File: src/rtl/line_buffer_3x3_pkg.sv
// rtl/line_buffer_3x3_pkg.sv - shared image geometry and pixel width for the 3x3 window path
//
// Purpose: default image dimensions, pixel width and counter widths shared by the
//          line buffer, the window extractor and the convolution stage.
// Ports:   none (package).
package line_buffer_3x3_pkg;

  localparam int PIX_W     = 8;
  localparam int IMG_W_DEF = 64;
  localparam int IMG_H_DEF = 64;

  // Width of a counter or address that spans 0..n-1; never narrower than 1 bit.
  function automatic int cnt_width(input int n);
    return (n > 1) ? $clog2(n) : 1;
  endfunction

  localparam int COL_W_DEF = cnt_width(IMG_W_DEF);
  localparam int ROW_W_DEF = cnt_width(IMG_H_DEF);

endpackage

File: src/rtl/line_buffer_3x3_line_ram.sv
// rtl/line_buffer_3x3_line_ram.sv - single-address read-old/write-new line memory
//
// Purpose: DEPTH x PIX_W row store. One read and one write per cycle at the same
//          address; the read returns the contents from before this cycle's write.
// Ports:
//   clk      in   clock
//   we_i     in   write enable
//   addr_i   in   shared read/write address
//   wdata_i  in   write data
//   rdata_o  out  old data at addr_i (combinational read)
module line_ram
  import line_buffer_3x3_pkg::*;
#(
  parameter int DEPTH = IMG_W_DEF,
  parameter int AW    = cnt_width(DEPTH)
) (
  input  logic             clk,
  input  logic             we_i,
  input  logic [AW-1:0]    addr_i,
  input  logic [PIX_W-1:0] wdata_i,
  output logic [PIX_W-1:0] rdata_o
);

  logic [PIX_W-1:0] mem_q [DEPTH];

  // Asynchronous read sees the pre-edge contents, giving read-before-write.
  assign rdata_o = mem_q[addr_i];

  // Contents are deliberately not reset; stale data is masked by row2_cond.
  always_ff @(posedge clk) begin
    if (we_i) begin
      mem_q[addr_i] <= wdata_i;
    end
  end

endmodule

File: src/rtl/line_buffer_3x3.sv
// rtl/line_buffer_3x3.sv - raster line buffer producing a sliding 3x3 pixel window
//
// Purpose: keeps two image rows plus a 3-column tap register and emits a 3x3
//          neighbourhood per accepted pixel, one cycle after accept.
// Ports:
//   clk                      in   clock
//   rstb                     in   asynchronous active-low reset
//   pix_in / pix_valid       in   pixel stream
//   pix_sof                  in   start of frame, forces the pixel to (0,0)
//   pix_ready                out  equals win_ready
//   win_ready                in   downstream ready
//   out_data_1..out_data_9   out  taps: rows r-2, r-1, r; cols c-2..c each
//   buf_valid                out  taps hold a window not yet consumed
//   row2_cond                out  window lies fully inside the image
module line_buffer_3x3
  import line_buffer_3x3_pkg::*;
#(
  parameter int IMG_W = IMG_W_DEF,
  parameter int IMG_H = IMG_H_DEF
) (
  input  logic             clk,
  input  logic             rstb,
  input  logic [PIX_W-1:0] pix_in,
  input  logic             pix_valid,
  input  logic             pix_sof,
  output logic             pix_ready,
  input  logic             win_ready,
  output logic [PIX_W-1:0] out_data_1,
  output logic [PIX_W-1:0] out_data_2,
  output logic [PIX_W-1:0] out_data_3,
  output logic [PIX_W-1:0] out_data_4,
  output logic [PIX_W-1:0] out_data_5,
  output logic [PIX_W-1:0] out_data_6,
  output logic [PIX_W-1:0] out_data_7,
  output logic [PIX_W-1:0] out_data_8,
  output logic [PIX_W-1:0] out_data_9,
  output logic             buf_valid,
  output logic             row2_cond
);

  localparam int COL_W = cnt_width(IMG_W);
  localparam int ROW_W = cnt_width(IMG_H);

  logic             acc;
  logic [COL_W-1:0] col_q, col_d, col_eff;
  logic [ROW_W-1:0] row_q, row_d, row_eff;
  logic [PIX_W-1:0] lb0_rd, lb1_rd;
  logic [PIX_W-1:0] tap_q [9];
  logic [PIX_W-1:0] tap_d [9];
  logic             buf_valid_q, buf_valid_d;
  logic             row2_cond_q, row2_cond_d;

  // No skid buffer: we only take a pixel when downstream takes the window.
  assign pix_ready = win_ready;
  assign acc       = pix_valid & win_ready;

  // An accepted sof pixel is (0,0) regardless of where the counters are.
  assign col_eff = pix_sof ? '0 : col_q;
  assign row_eff = pix_sof ? '0 : row_q;

  // lb0 holds row r-1, lb1 holds row r-2; lb1 is refilled from lb0's old word.
  line_ram #(.DEPTH(IMG_W), .AW(COL_W)) u_lb0 (
    .clk     (clk),
    .we_i    (acc),
    .addr_i  (col_eff),
    .wdata_i (pix_in),
    .rdata_o (lb0_rd)
  );

  line_ram #(.DEPTH(IMG_W), .AW(COL_W)) u_lb1 (
    .clk     (clk),
    .we_i    (acc),
    .addr_i  (col_eff),
    .wdata_i (lb0_rd),
    .rdata_o (lb1_rd)
  );

  always_comb begin
    col_d       = col_q;
    row_d       = row_q;
    tap_d       = tap_q;
    buf_valid_d = buf_valid_q;
    row2_cond_d = row2_cond_q;

    if (acc) begin
      if (col_eff == COL_W'(IMG_W - 1)) begin
        col_d = '0;
        row_d = (row_eff == ROW_W'(IMG_H - 1)) ? '0 : row_eff + ROW_W'(1);
      end else begin
        col_d = col_eff + COL_W'(1);
        row_d = row_eff;
      end

      // Each tap row shifts left; the new right column is {lb1, lb0, pixel}.
      tap_d[0] = tap_q[1];
      tap_d[1] = tap_q[2];
      tap_d[2] = lb1_rd;
      tap_d[3] = tap_q[4];
      tap_d[4] = tap_q[5];
      tap_d[5] = lb0_rd;
      tap_d[6] = tap_q[7];
      tap_d[7] = tap_q[8];
      tap_d[8] = pix_in;

      buf_valid_d = 1'b1;
      row2_cond_d = (row_eff >= ROW_W'(2)) && (col_eff >= COL_W'(2));
    end else if (win_ready) begin
      // Downstream consumed the window and nothing replaced it.
      buf_valid_d = 1'b0;
    end
  end

  always_ff @(posedge clk or negedge rstb) begin
    if (!rstb) begin
      col_q       <= '0;
      row_q       <= '0;
      buf_valid_q <= 1'b0;
      row2_cond_q <= 1'b0;
      for (int i = 0; i < 9; i++) begin
        tap_q[i] <= '0;
      end
    end else begin
      col_q       <= col_d;
      row_q       <= row_d;
      buf_valid_q <= buf_valid_d;
      row2_cond_q <= row2_cond_d;
      tap_q       <= tap_d;
    end
  end

  assign out_data_1 = tap_q[0];
  assign out_data_2 = tap_q[1];
  assign out_data_3 = tap_q[2];
  assign out_data_4 = tap_q[3];
  assign out_data_5 = tap_q[4];
  assign out_data_6 = tap_q[5];
  assign out_data_7 = tap_q[6];
  assign out_data_8 = tap_q[7];
  assign out_data_9 = tap_q[8];
  assign buf_valid  = buf_valid_q;
  assign row2_cond  = row2_cond_q;

endmodule
File: config.mk
export PLATFORM = sky130hd
export DESIGN_NAME = line_buffer_3x3
export DESIGN_NICKNAME = d
export VERILOG_FILES = /design/src/rtl/line_buffer_3x3_pkg.sv /design/src/rtl/line_buffer_3x3_line_ram.sv /design/src/rtl/line_buffer_3x3.sv
export SDC_FILE = /design/constraint.sdc
export NUM_CORES = 1
export LEC_CHECK = 0
export CAP_MARGIN = 10
export CORE_MARGIN = 2
export CORE_UTILIZATION = 50
export CTS_BUF_LIST = sky130_fd_sc_hd__clkbuf_8
export CTS_CLUSTER_DIAMETER = 100
export CTS_CLUSTER_SIZE = 12
export DETAILED_ROUTE_END_ITERATION = 10
export PLACE_DENSITY_LB_ADDON = 0.25
export SYNTH_ARGS = -nofsm -noshare
export SYNTH_HDL_FRONTEND = slang
export SYNTH_HIERARCHICAL = 1
export SYNTH_SLANG_ARGS = --single-unit
File: constraint.sdc
create_clock -name clk -period 6.6 [get_ports clk]
set_input_delay 1.98 -clock clk [delete_from_list [all_inputs] [get_ports clk]]
set_output_delay 1.98 -clock clk [all_outputs]
set_load 0.05 [all_outputs]
# Word-level counts from Yosys, hierarchy flattened
# Memory sizes are Yosys's and may differ from the RTL's. A register that Yosys moved wholly into a read port is not among the register bits.
# Cells that the tools add are included.
[op_classes]
add_sub_neg = 2
order_cmp = 2
eq_ne = 2
mux = 9
bitwise = 1
n_reduce_logical = 3
[ops]
columns = ["op", "count"]
rows = [
  ["$mux 6", 5],
  ["$add 6x1->6 const B", 2],
  ["$eq 6x6->1 const B", 2],
  ["$ge 6x2->1 const B", 2],
  ["$mux 1", 4],
  ["$reduce_bool 2->1", 1],
  ["$and 1x1->1", 1],
  ["$logic_and 1x1->1", 1],
  ["$logic_not 1->1", 1],
]
[totals]
reg_bits = 78
ram_bits = 1024
output_inout_bits = 75
n_memories = 2
[memory_table]
columns = ["name", "words", "width", "rd", "rd_ports_with_merged_regs", "wr", "line", "rtl"]
rows = [
  ["u_lb0.mem_q", 64, 8, 1, 0, 1, "line_buffer_3x3_line_ram.sv:24", "logic [PIX_W-1:0] mem_q [DEPTH];"],
  ["u_lb1.mem_q", 64, 8, 1, 1, 1, "line_buffer_3x3_line_ram.sv:24", ""],
]

# Depth between registers and ports, before layout
# Gate-level depths: netlist (run 1).
[depth]
depth_word = 4
mapped_depth = 15
depth_no_buf = 8

# Hierarchy
# Netlist (run 1), hierarchy kept.
[modules_own_cells]
columns = ["module", "instances", "cells_per_inst", "area_each_um2", "seq_area_each_um2"]
rows = [
  ["line_ram", 2, 1163, 20289.5, 15374.7],
  ["line_buffer_3x3", 1, 408, 3570.9, 2152.1],
]

# Least setup slack after synthesis (run 1)
# No wires, ideal clock.
[synth_timing]
path_type = "input to register"
start = "in pix_sof"
end = "mem u_lb1.mem_q[0][2] (data pin)"
arrival_ns = 5.116
slack_ns = 0.804
path_stages = 12
path_buffers = 6
cell_sequence = "buf_2 > clkbuf_1 > nor2b_1 > buf_6 > buf_6 > buf_2 > buf_2 > mux4_2 > nand2_1 > a21oi_1 > a21oi_1 > nand4_1"
[synth_via]
elab_chain_len = 2
[synth_rtl]
columns = ["item", "line", "rtl"]
rows = [
  ["start: declaration", "line_buffer_3x3.sv:25", "input logic pix_sof,"],
  ["$mux 6", "line_buffer_3x3.sv:58", "assign col_eff = pix_sof ? '0 : col_q;"],
  ["via col_eff[1]", "line_buffer_3x3.sv:45", "logic [COL_W-1:0] col_q, col_d, col_eff;"],
  ["$mem_v2 64x8", "--", ""],
  ["via lb0_rd[2]", "line_buffer_3x3.sv:47", "logic [PIX_W-1:0] lb0_rd, lb1_rd;"],
  ["end: declaration", "line_buffer_3x3_line_ram.sv:24", ""],
]
# The timed path passes the listed nets, and every way through them passes these cells.

# Worst setup path in the final report (run 1)
[layout_timing]
start = "in pix_sof"
end = "mem u_lb1.mem_q[25][7] (data pin)"
# The elaborated chain is that of the path after synthesis.

==> results of run 1 <==
==> cell usage after synthesis (12+ instances only) <==
library cell     n  share of area, %
edfxtp_1      1024                70
nand2_1        320               2.7
nor2_1         167               1.4
mux2i_1        127               2.9
dfrtp_1         86               4.9
mux4_2          82               4.2
a22oi_1         80               1.4
clkbuf_1        80              0.68
buf_2           67              0.76
a21oi_1         63              0.71
nand2b_1        49              0.69
o22ai_1         45              0.64
a221oi_1        42              0.83
a31oi_1         32              0.45
o21ai_0         29              0.33
nand3b_1        24              0.41
nor2b_1         24              0.34
a221o_1         22              0.50
nand3_1         22              0.25
o22a_1          22              0.44
a22o_1          20              0.40
and2_1          20              0.28
and3_1          18              0.26
buf_1           18              0.15
o221ai_1        18              0.36
a32oi_1         14              0.28
mux2_1          14              0.36
o2bb2ai_1       14              0.28
a211oi_1        12              0.20
and4_1          12              0.24
o31ai_1         12              0.20
==> sequential cells by signal (all words and copies together), names as in the netlist <==
name	count
u_lb0/mem_q	512
buf_valid	1
col_q	6
out_data_4	8
out_data_6	8
out_data_7	8
u_lb1/mem_q	512
out_data_3	8
out_data_9	8
out_data_8	8
out_data_2	8
row_q	6
out_data_1	8
row2_cond	1
out_data_5	8
==> cell families after synthesis <==
| family | count (synthesis) | share of synthesized area [%] |
|---|---|---|
| fa+ha+maj | 4 | 0.1134 |
| compound gates | 472 | 7.884 |
| buf+inv | 195 | 2.111 |
| simple gates | 719 | 7.674 |
| xor+xnor | 1 | 0.01984 |
| flops | 1110 | 74.52 |
| mux | 233 | 7.674 |
==> layer usage <==
metal  share of wire (%)  GRT usage [%]
met5               0.025              0
met1                  39          34.25
met3                 8.8          4.423
met4                 4.4          11.15
met2                  48          40.42
==> how the worst min path moves through the flow <==
stage	endpoint	cells after the start	start
final	out_data_4[3]	2	out_data_4[3]
after global routing	out_data_4[5]	2	out_data_4[5]
after CTS	out_data_7[7]	2	out_data_8[7]
after detailed placement	out_data_4[7]	2	out_data_4[7]
after global placement	out_data_4[6]	2	out_data_4[6]
after floorplan	col_q[0]	2	col_q[0]
==> layout make-up <==
type | instances | area [um2]
well taps | 1155 | 1445
inverters | 10 | 38.79
multi-input cells | 1429 | 10350
diodes | 2 | 5.005
repair buffers | 280 | 2577
fillers | 6772 | 38190
clock inverters | 50 | 247.7
flip-flops and latches | 1110 | 32900
clock buffers | 102 | 1404
==> worst register-to-register path, stage by stage (launching register included) <==
cell,delay [ps]
dfrtp_1,450
nor2b_4,870
nor2b_1,840
a222oi_1,290
a211o_1,390
o211ai_1,150
or4_2,190
buf_4,520
==> stage by stage <==
stage	total power, mW	area, um2	util, %
4_1_cts	14.53	48950	56.16
3_3_place_gp	10.87	47300	54.26
5_1_grt	14.95	48970	56.19
3_5_place_dp	10.94	47300	54.26
2_1_floorplan	9.849	44150	-
6_report	14.46	48970	56.19
==> placed cells by master (no fill, tap or decap), drive strengths merged, types with 32 or more instances in the layout <==
cell type and instances:
a21oi 63, a221oi 42, a22oi 80, a31oi 32, buf 202, clkbuf 102
clkdlybuf4s50 78, dfrtp 86, edfxtp 1024, inv 55, mux2i 127, mux4 82
nand2 320, nand2b 49, nor2 167, o21ai 33, o22ai 45
==> power by group through the flow <==
| stage | registers, mW | logic (mW) | clock network (mW) |
|---|---|---|---|
| 3_3_place_gp | 8.44 | 2.43 | 0 |
| 6_report | 8.29 | 2.50 | 3.67 |
| 4_1_cts | 8.29 | 2.49 | 3.75 |
| 3_5_place_dp | 8.45 | 2.49 | 0 |
| 2_1_floorplan | 8.81 | 1.03 | 0 |
| 5_1_grt | 8.31 | 2.63 | 4.01 |
==> impl_metrics.ini, run 1 <==
[clock_tree]
path_clk_slew_ps = 80
clock_path_buffers = 3
hold_buffers = 0
cts.repair.resized = 0
cts_setup_buffers = 0
htree_levels = 3
root_buffer = clkbuf_8
clock_sinks = 1110
numCtsBuffers = 102
clk_latency_ps = 770
cts_tree = yes

[routing]
routed_via_density = 6.275
drcViolationCount = 0
wirelength_mm = 115.1
wl_per_cell_um = 27.81
vias = 25968
postRouteAntennaNets = 0
drt_iter0_markers = 3112
dr.pass1.iters = 5

[logic_synthesis]
syn_area_um2 = 44150
ys_types = 67
synth-main-ff-cell = edfxtp_1
synth_edf_count = 1024
yosysWarnings = 6
syn-num-nets = 2751
avgSynthCellArea_um2 = 16.15
synth_async_sr_flop_share_pct = 7.748
syn_inst = 2734
ys_seq_area_share_pct = 74.52
ys_seq_elements = 1110

[timing]
grt_setup_unrepaired = false
tightest_slew_ps = 1135
setup_ws_ps = 1201
finClkSkew_ps = 46.84
finalHoldViolations = 0
fin_setup_tns_ps = 0
slew_headroom_pct = 24.03
slew_viol_final = 0
fin_crit_ps = 5399
post-route-period-util_pct = 81.80
setup_violations = 0
fmax_ghz = 0.1852
whs_ps = 483.3

[critical_path]
cp_max_fo = 65
cp.depth = 10
critPathCaptureType = flop
crit_path_end = u_lb1/mem_q[25][7]
crit_chain = clkdlybuf4s50_1 > buf_4 > nor2b_4 > buf_4 > mux2_1 > mux4_2 > o21ai_1 > o2111ai_1 > or4b_2 > buf_12
worstReg2RegEnd = u_lb1/mem_q[54][6]
cp.required_ps = 7040
startpoint = pix_sof
worst_r2r_startpoint = col_q[2]
worst_path_max_delay_cell = or4b_2
critPathTopFamily = buffers and inverters
critPathMaxStageDelay_ps = 750
reg2reg_slack_ps = 2530
reg2reg_depth = 7
path_buf_inv = 4
critPathArrivalTime_ps = 5840
path_class = input pin to flop
cpMostUsedCell = buf_4
worstSetupStartpointType = input pin

[run_status]
status = completed

[power]
vdd_drop_max_v = 0.0002164
power_switching_share_pct = 28.46
p_clk_share_pct = 25.4
comb_power_share_pct = 17.3
leakage_nw = 16.12
seqPwrFrac_pct = 57.4
p_switching_mw = 4.116
p_per_area_nw_per_um2 = 295.3
p_int_mw = 10.35

[placement]
gp_congestion = 0.9286
portBuffers = 87
dpl.hpwl_mm = 71.43
place_ws_ps = 518.4
place_inst = 3983

[floorplan]
ioPinCount = 88
dieArea_um2 = 90690
core-area_um2 = 87160
rows = 108
die_x_um = 301.2
start_util_pct = 50.65
die_y_um = 301.2

[global_route]
antenna_found_initial = 3
grt_max_degree = 92
grt_pass1_vias = 25875
grt_usage_pct = 25.27
grt_overflow = 0
grt_pass1_wl_mm = 169.6

[flow_run]
drv_cap = 0

[cells_and_area]
fin_cells = 4138
fin_nets = 2950
drive_gt1_share_pct = 14.73
areaGrowthSynthToFinish_pct = 10.92

[hold_path]
hp-class = flop to flop
Power figures use the tool's default switching activity.
==> run 2: changes to the inputs <==
clock period = 5.37 ns   (was 6.6 ns; I/O delays follow)
==> run 2 against run 1 <==
  * Sequential share of layout area is 0.90 points lower
  * Flip-flop and latch count unchanged
  * Utilization rose by 0.76 points
  * Count of clock-buffer cells in the layout rose by 2
  * Final area is 1.4% higher
  * Cell count is 1.7% higher
  * Sequential power increased by 23%
  * First-iteration DRC count rose by 3.5%
  * Power rose by 24%
  * Global-route usage grew 0.30 points
  * Largest cell class unchanged
==> impl_metrics.ini, run 2 (same netlist as run 1, synthesis figures left out) <==
[timing]
slew_viol_final = 0
fin_crit_ps = 4656
slew_headroom_pct = 19.58
post-route-period-util_pct = 86.71
tightest_slew_ps = 1202
finClkSkew_ps = 90.77
finalHoldViolations = 0
fin_setup_tns_ps = 0
grt_setup_unrepaired = false
fmax_ghz = 0.2148
setup_violations = 0

[clock_tree]
hold_buffers = 0
clk_latency_ps = 790
numCtsBuffers = 103
htree_levels = 3
cts_setup_buffers = 0
root_buffer = clkbuf_8
clock_sinks = 1110
clock_path_buffers = 3
cts.repair.resized = 0
path_clk_slew_ps = 80
cts_tree = yes

[flow_run]
drv_cap = 0

[global_route]
grt_pass1_vias = 26324
antenna_found_initial = 1
grt_max_degree = 92
grt_overflow = 0
grt_pass1_wl_mm = 171.1
grt_usage_pct = 25.57

[power]
p_clk_share_pct = 25.3
seqPwrFrac_pct = 57.0
p_per_area_nw_per_um2 = 360.4
p_int_mw = 12.82
leakage_nw = 16.50
vdd_drop_max_v = 0.0002960
power_switching_share_pct = 28.34
p_switching_mw = 5.069
comb_power_share_pct = 17.7

[cells_and_area]
areaGrowthSynthToFinish_pct = 12.43
top_regs = u_lb0/mem_q: 512 flops, u_lb1/mem_q: 512 flops
layout_commonest_cell = edfxtp_1
fin_nets = 3031
post-route-util_pct = 56.95
drive_gt1_share_pct = 17.03
layout_common_cells = 1024 x edfxtp_1, 319 x nand2_1, 245 x buf_4, 165 x nor2_1, 127 x mux2i_1
nFillCells = 6730

[critical_path]
path_class = input pin to flop
cp_max_fo = 65
cp.required_ps = 5800
critPathMaxStageDelay_ps = 700
critPathCaptureType = flop
worst_path_max_delay_cell = nor2_2
critPathArrivalTime_ps = 5090
crit_chain = clkdlybuf4s50_1 > nor2b_4 > buf_12 > nor2_2 > buf_12 > a221oi_1 > o21ai_0 > o211ai_1 > or4_2 > buf_12
critPathTopFamily = simple AND/OR/NAND/NOR gates
path_buf_inv = 4
worstSetupStartpointType = input pin
cpMostUsedCell = buf_12

[routing]
postRouteAntennaNets = 0
dr.pass1.iters = 6
drcViolationCount = 0
drt_iter0_markers = 3222
vias = 26219
wirelength_mm = 116.0
wl_per_cell_um = 27.55
routed_via_density = 6.228

[floorplan]
rows = 108
ioPinCount = 88
die_y_um = 301.2
die_x_um = 301.2
core-area_um2 = 87160
dieArea_um2 = 90690
start_util_pct = 50.65

[hold_path]
hp-class = flop to flop

[placement]
portBuffers = 87
dpl.hpwl_mm = 74.34
gp_congestion = 0.9606

[run_status]
status = completed
run 2: worst paths after layout:
kind | from | endpoint | slack [ps] | cells past startpoint
min reg2reg | out_data_8[7] | out_data_7[7] | 480 | 2
max in group asynchronous | rstb | out_data_7[2] | 3930 | 2
max reg2reg | col_q[1] | u_lb1/mem_q[41][6] | 1650 | 9
max | pix_sof | u_lb1/mem_q[41][6] | 710 | 10
min in group asynchronous | rstb | out_data_7[6] | 770 | 1
min | out_data_8[7] | out_data_7[7] | 480 | 2
run 2: power by group through the flow:
| stage | registers, mW | logic (mW) | clock network [mW] |
|---|---|---|---|
| finish | 10.2 | 3.17 | 4.53 |
| global route | 10.2 | 3.33 | 4.92 |
| CTS | 10.2 | 3.16 | 4.62 |
| detailed placement | 10.4 | 3.16 | 0 |
| global placement | 10.4 | 3.09 | 0 |
| floorplan | 10.8 | 1.27 | 0 |
run 2: per-stage QoR:
step	std cells	setup slack, ps	area [um2]	total power, mW	hold slack [ps]
floorplan	2734	11.99	44150	12.11	463.4
global placement	4063	106.6	47960	13.47	457.5
detailed placement	4063	75.82	47960	13.54	461.8
CTS	4208	817.8	49610	17.97	471.8
global route	4210	749.8	49640	18.46	520.1
finish	4210	713.8	49640	17.89	476.4
run 2: area by class of cell:
cell class                      count  area (um2)  share of cell area, %
Clock buffer                      104        1431                  2.884
Inverter                           10       38.79                0.07814
Multi-Input combinational cell   1429       10350                  20.85
Sequential cell                  1110       32900                  66.29
Clock inverter                     41       219.0                 0.4411
Antenna cell                        1       2.502               0.005041
Tap cell                         1155        1445                  2.911
Timing Repair Buffer              360        3248                  6.544
run 2: layer usage:
layer	part of all wire (%)	vias up	global-route usage (%)	wire length (um)
li1	-	11247	-	-
met5	0	-	0	0
met3	7.9	276	3.660	9158
met1	39	13317	34.32	45180
met2	49	1379	41.85	56390
met4	4.5	0	11.32	5267
run 2: worst min-delay path, cell delays in order, from the launching register on:
cell and delay [ps]:
dfrtp_1 390, nand2_1 60, nand2_1 50
